**src/rtl/uart_tx_scheduler.sv**
```systemverilog
// Paces characters from a TX FIFO into a UART transmitter: start, acknowledge, completion, gap.
// All outputs registered (start one cycle after a head is seen); waits on tx_busy_i and only pulls when fifo_load_i is high.
module uart_tx_scheduler #(
    parameter int DATA_SIZE   = 8,
    parameter int GAP_WIDTH   = 8,
    parameter int CNT_WIDTH   = 16,
    parameter int ACK_TIMEOUT = 4
) (
    input  logic                 clk_i,
    input  logic                 arst_i,
    input  logic                 clear_i,
    input  logic                 enable_i,
    input  logic [GAP_WIDTH-1:0] gap_i,
    input  logic                 fifo_load_i,
    input  logic [DATA_SIZE-1:0] fifo_data_i,
    output logic                 fifo_pull_o,
    input  logic                 tx_busy_i,
    output logic                 tx_start_o,
    output logic [DATA_SIZE-1:0] tx_data_o,
    output logic [CNT_WIDTH-1:0] sent_cnt_o,
    output logic                 drain_o,
    output logic                 err_o
);

    localparam int ACK_W = (ACK_TIMEOUT < 2) ? 1 : $clog2(ACK_TIMEOUT + 1);
    localparam logic [ACK_W-1:0] ACK_INIT = ACK_W'(ACK_TIMEOUT);

    typedef enum logic [1:0] {
        IDLE      = 2'd0,
        WAIT_ACK  = 2'd1,
        WAIT_DONE = 2'd2,
        GAP       = 2'd3
    } state_t;

    state_t                 state_q, state_d;
    logic [ACK_W-1:0]       ack_q, ack_d;
    logic [GAP_WIDTH-1:0]   gap_q, gap_d;
    logic [DATA_SIZE-1:0]   data_d;
    logic [CNT_WIDTH-1:0]   cnt_d;
    logic                   pull_d, start_d, drain_d, err_d;

    always_comb begin
        state_d = state_q;
        ack_d   = ack_q;
        gap_d   = gap_q;
        data_d  = tx_data_o;
        cnt_d   = sent_cnt_o;
        pull_d  = 1'b0;
        start_d = 1'b0;
        drain_d = 1'b0;
        err_d   = err_o;

        // Soft clear wins over everything and drops any in-flight character uncounted.
        if (clear_i) begin
            state_d = IDLE;
            ack_d   = '0;
            gap_d   = '0;
            data_d  = '0;
            cnt_d   = '0;
            err_d   = 1'b0;
        end else begin
            case (state_q)
                IDLE: begin
                    if (enable_i && fifo_load_i && !tx_busy_i) begin
                        data_d  = fifo_data_i;
                        pull_d  = 1'b1;
                        start_d = 1'b1;
                        ack_d   = ACK_INIT;
                        state_d = WAIT_ACK;
                    end
                end
                WAIT_ACK: begin
                    if (tx_busy_i) begin
                        ack_d   = '0;
                        state_d = WAIT_DONE;
                    end else if (ack_q <= ACK_W'(1)) begin
                        ack_d   = '0;
                        err_d   = 1'b1;
                        state_d = IDLE;
                    end else begin
                        ack_d = ack_q - ACK_W'(1);
                    end
                end
                WAIT_DONE: begin
                    if (!tx_busy_i) begin
                        cnt_d = sent_cnt_o + CNT_WIDTH'(1);
                        if (gap_i == '0) begin
                            state_d = IDLE;
                            drain_d = !fifo_load_i;
                        end else begin
                            gap_d   = gap_i;
                            state_d = GAP;
                        end
                    end
                end
                GAP: begin
                    // Leaving at 1 gives exactly gap_i cycles spent here.
                    if (gap_q <= GAP_WIDTH'(1)) begin
                        gap_d   = '0;
                        state_d = IDLE;
                        drain_d = !fifo_load_i;
                    end else begin
                        gap_d = gap_q - GAP_WIDTH'(1);
                    end
                end
                default: state_d = IDLE;
            endcase
        end
    end

    always_ff @(posedge clk_i or posedge arst_i) begin
        if (arst_i) begin
            state_q     <= IDLE;
            ack_q       <= '0;
            gap_q       <= '0;
            tx_data_o   <= '0;
            sent_cnt_o  <= '0;
            fifo_pull_o <= 1'b0;
            tx_start_o  <= 1'b0;
            drain_o     <= 1'b0;
            err_o       <= 1'b0;
        end else begin
            state_q     <= state_d;
            ack_q       <= ack_d;
            gap_q       <= gap_d;
            tx_data_o   <= data_d;
            sent_cnt_o  <= cnt_d;
            fifo_pull_o <= pull_d;
            tx_start_o  <= start_d;
            drain_o     <= drain_d;
            err_o       <= err_d;
        end
    end

endmodule

```
**config.mk**
```make
export PLATFORM = sky130hd
export DESIGN_NAME = uart_tx_scheduler
export DESIGN_NICKNAME = d
export VERILOG_FILES = /design/src/rtl/uart_tx_scheduler.sv
export SDC_FILE = /design/constraint.sdc
export NUM_CORES = 1
export LEC_CHECK = 0
export CAP_MARGIN = 30
export CORE_MARGIN = 8
export CORE_UTILIZATION = 25
export CTS_BUF_LIST = sky130_fd_sc_hd__clkbuf_16
export CTS_CLUSTER_SIZE = 16
export DETAILED_ROUTE_END_ITERATION = 10
export SLEW_MARGIN = 20
export SYNTH_ARGS = -nofsm -noshare
export SYNTH_HDL_FRONTEND = slang
export SYNTH_SLANG_ARGS = --single-unit
```
**constraint.sdc**
```tcl
create_clock -name clk_i -period 5.9 [get_ports clk_i]
set_clock_uncertainty 0.15 [all_clocks]
set_input_delay 0.59 -clock clk_i [delete_from_list [all_inputs] [get_ports clk_i]]
set_output_delay 0.59 -clock clk_i [all_outputs]
set_load 0.02 [all_outputs]
```
# Word-level counts from Yosys, hierarchy flattened
# Index checks and enable logic that the tools add are counted.
dict set report word_totals {
  ff_bits 40
  out_inout_bits 28
  wordCells 77
}
dict set report op_classes {
  addsub 3
  n_lt_le_gt_ge 2
  n_eq_ne 9
  muxes 36
  n_reduce_logical 19
}
# operator count
set ops {}
lappend ops {{$mux 8} 7}
lappend ops {{$mux 16} 3}
lappend ops {{$add 16x1->16 const B} 1}
lappend ops {{$pmux 8 s2} 1}
lappend ops {{$mux 2} 7}
lappend ops {{$mux 3} 4}
lappend ops {{$ne 3x3->1 const B} 4}
lappend ops {{$mux 1} 11}
lappend ops {{$reduce_bool 2->1} 5}
lappend ops {{$le 8x1->1 const B} 1}
lappend ops {{$logic_not 8->1} 1}
lappend ops {{$pmux 2 s4} 1}
lappend ops {{$sub 8x1->8 const B} 1}
lappend ops {{$pmux 3 s2} 1}
lappend ops {{$reduce_and 2->1} 3}
lappend ops {{$reduce_and 3->1} 2}
lappend ops {{$reduce_bool 3->1} 2}
lappend ops {{$eq 2x2->1 const B} 2}
lappend ops {{$ne 4x4->1 const B} 1}
lappend ops {{$reduce_and 4->1} 1}
lappend ops {{$le 3x1->1 const B} 1}
lappend ops {{$sub 3x1->3 const B} 1}
lappend ops {{$eq 2x1->1 const B} 1}
lappend ops {{$logic_and 1x1->1} 2}
lappend ops {{4 further kinds} 5}

# Logic depth before layout (Yosys ltp)
dict set report logic_depth {
  depth_word 5
  ltp_mapped 6
}

# Worst setup path before layout
# OpenSTA, ideal clock, no wires.
dict set report synth_timing {
  path_kind {input to register}
  startpoint {input gap_i[7]}
  endpoint {register state_q[0]}
  setup_time_ns 0.124
  arrival_time_ns 1.645
  required_ns 5.626
  setup_slack_ns 3.981
  path_stages 4
  n_path_buf 0
  path_cell_list {or4_4 o21ai_0 nand2_1 a211o_1}
}
dict set report synth_between {
  elab_chain_len 5
}
# element line_no
set synth_rtl {}
lappend synth_rtl {{start: declaration} 13} ;# input logic [GAP_WIDTH-1:0] gap_i,
lappend synth_rtl {{$logic_not 8->1} 87} ;# if (gap_i == '0) begin
lappend synth_rtl {{$mux 2} 87}
lappend synth_rtl {{$mux 2} 85} ;# if (!tx_busy_i) begin
lappend synth_rtl {{$pmux 2 s4} 62} ;# case (state_q)
lappend synth_rtl {{$mux 2} 54} ;# if (clear_i) begin
lappend synth_rtl {{end signal: assignment} 123} ;# state_q <= state_d;
lappend synth_rtl {{end: declaration} 35} ;# state_t state_q, state_d;
# Every way passes these cells. The select of a mux whose other input is x is not followed.
# A chain may end at the register's enable or synchronous reset.

# Final worst setup path
dict set report layout_timing {
  startpoint {input tx_busy_i}
  endpoint {register sent_cnt_o[8]}
}
dict set report layout_between {
  elab_chain_len 2
}
# element line_no
set layout_rtl {}
lappend layout_rtl {{start: declaration} 17} ;# input logic tx_busy_i,
lappend layout_rtl {{$ne 2x2->1 (no source line)} -}
lappend layout_rtl {{$reduce_and 2->1 (no source line)} -}
lappend layout_rtl {{end signal: assignment} 127} ;# sent_cnt_o <= cnt_d;
lappend layout_rtl {{end: declaration} 20} ;# output logic [CNT_WIDTH-1:0] sent_cnt_o,
# Every way passes these cells.

==> out/qor.yml <==
worst_setup_path:
  critPathLaunchType: "input port"
  rrSetupSlack_ns: 3.49
  r2r_start: "state_q[1]"
  critical_path.max_fanout: 14
  end_kind: "flip-flop"
  arrival_ns: 2.88
  critical_path_class: "in2reg"
  r2r_cells: 4
  r2r-end: "sent_cnt_o[8]"
  worstPathRequired_ns: 5.94
final_layout:
  syn_to_final_growth_pct: 33.17
  fin_util: 0.3427
  nets: 306
  seq_area_um2: 1001
  multiInputGateArea_um2: 1135
  fin_area_um2: 2974
  diodes: 0
  drive_gt1_frac: 0.07885
  fillers: 913
timing:
  period_needed_ns: 2.835
  fmax_mhz: 352.7
  fin_tns_setup_ns: 0
  drv_slew: 0
  max-slew-margin-rel: 0.4811
  setup_viol: 0
  rsz0062_at_grt: "false"
  tightest_slew_ns: 0.7749
  hold_violations: 0
  period_share: 0.4805
  setup_slack_ns: 3.065
clock_network:
  htree_levels: 2
  cts.sinks: 40
  cts_tree: "yes"
  cts.path.max_buffers: 2
  cts_hold_buffers: 0
  cts_buffers: 5
  clkLatencyLatePin_ns: 0.28
  cts_setup_buffers: 0
  ctsResizeCount: 0
  clkTransAtPathRegs_ns: 0.06
  cts_root_buf: "clkbuf_16"
routing:
  finalWirelength_um: 5480
  vias: 1869
  dr.pass1.iters: 4
  drt_iter0_markers: 54
  drc: 0
  via_per_inst: 4.829
  wl_per_cell_um: 14.16
  ant_nets: 0
worst_hold_path:
  hp-class: "reg2reg"
  min_from: "tx_data_o[6]"
  hold_depth: 2
  worstHoldEndpoint: "tx_data_o[6]"
placement:
  gp_congestion: 0.8136
  dp_hpwl_um: 4056
  pre_cts_slack_ns: 2.734
  placed_area_um2: 2836
  io_buffers: 49
floorplan:
  die_w_um: 110.5
  io_pins: 50
  coreArea_um2: 8678
  die_y_um: 110.5
  std_cell_rows: 34
  die_area_um2: 12210
  initial_utilization: 0.2574
grt:
  grt_max_degree: 41
  grt_pass1_vias: 1952
  met1_usage: 0.1094
  grt_pass1_wl_um: 9515
  track_usage: 0.09192
  gr-usage-met3: 0.02814
  busiest_layer: "met2"
  antenna_found_initial: 0
  globalRouteOverflowTotal: 0
  use_met2: 0.1479
pwr:
  p_leak_uw: 0.001255
  power_density_nw_per_um2: 206.2
  ir_drop_mv: 0.1266
synthesis:
  synth_warnings: 0
  ys_ff_latch: 40
  synth_nets: 258
  synth_flop_cell: "dfrtp_1"
  seq_area_frac_synth: 0.4482
  synth.area.top_cells: "dfrtp_1, mux2i_1, nor2_1"
  synthArstFlopShare: 1.000
  synth_top_cell_area_share: 0.4482
  syn_area_per_cell_um2: 9.668
  yosysUniqueCellTypes: 52
  synth_area_um2: 2233
  synth-edff-count: 0
  yosys.area.top_type: "dfrtp_1"
  syn_inst: 231
flow_run:
  drv_cap: 0
outcome:
  status: "completed"
## layer usage
layer  routed length, um  up-vias
li1                    -      926
met1                2543      895
met5                   0        -
met4                 131        0
met2                2502       41
met3                 303        7
## how the worst max path moves through the flow
stage	slack (ns)	start	endpoint
4_1_cts	3.03	tx_busy_i	sent_cnt_o[8]
2_1_floorplan	3.98	gap_i[7]	state_q[0]
3_5_place_dp	2.73	tx_busy_i	sent_cnt_o[8]
3_3_place_gp	2.79	tx_busy_i	sent_cnt_o[15]
6_report	3.06	tx_busy_i	sent_cnt_o[8]
5_1_grt	2.77	tx_busy_i	sent_cnt_o[14]
## through the flow
stage	std cells	total power (uW)	hold WS [ns]
4_1_cts	387	622.1	0.3848
3_3_place_gp	379	359.3	0.3653
6_report	387	613.2	0.3766
2_1_floorplan	231	329.9	0.3470
5_1_grt	387	640.4	0.3991
3_5_place_dp	380	360.9	0.3675
## state kept, by name, summed over array words and instances, names as in the netlist
register / flops
state_q: 2
gap_q: 8
drain_o: 1
ack_q: 3
tx_data_o: 8
sent_cnt_o: 16
tx_start_o: 1
err_o: 1
## layout make-up
class | count | share of cell area
multi-input cells | 168 | 0.3816
flip-flops and latches | 40 | 0.3366
well taps | 108 | 0.04544
inverters | 12 | 0.01515
repair buffers | 52 | 0.1750
clock buffers | 5 | 0.04207
clock inverters | 2 | 0.004207
## synth_stat cells, drive strengths merged (4+ instances only)
| cell | number |
|---|---|
| ha | 5 |
| buf | 8 |
| o211ai | 4 |
| o21ai | 11 |
| mux2i | 12 |
| dfrtp | 40 |
| or3 | 7 |
| a21oi | 11 |
| nor3 | 6 |
| nor2b | 6 |
| nand2 | 12 |
| nand3 | 10 |
| nor2 | 29 |
| xor2 | 8 |
| and3 | 4 |
| inv | 12 |
## where the power goes
part	total [uW]	switching, uW	internal [uW]
Clock	258	105	153
Sequential	285	5.01	279
Combinational	70.4	36.6	33.8
Total	613	147	467
## cell usage in the layout (no fill, tap or decap), types with 8 or more instances in the layout
| cell type | count |
|---|---|
| clkdlybuf4s50_1 | 49 |
| nand2_1 | 12 |
| xor2_1 | 8 |
| a21oi_1 | 11 |
| mux2i_1 | 12 |
| dfrtp_1 | 40 |
| o21ai_0 | 10 |
| nand3_1 | 10 |
| inv_1 | 12 |
| nor2_1 | 29 |
## cells by family after synthesis
group / Yosys count / share of synthesized area
mux: 14 / 0.06387
compound gates: 48 / 0.1574
flops: 40 / 0.4482
fa+ha+maj: 5 / 0.02801
buf+inv: 23 / 0.04370
simple gates: 92 / 0.2235
xor+xnor: 9 / 0.03530
## critical path: stages
cell and delay, ns:
clkdlybuf4s50_1 0.65, nor3b_2 0.74, o211ai_1 0.35, or3_1 0.40
a21oi_1 0.15
Note: power is estimated with default switching activity, not from simulation.
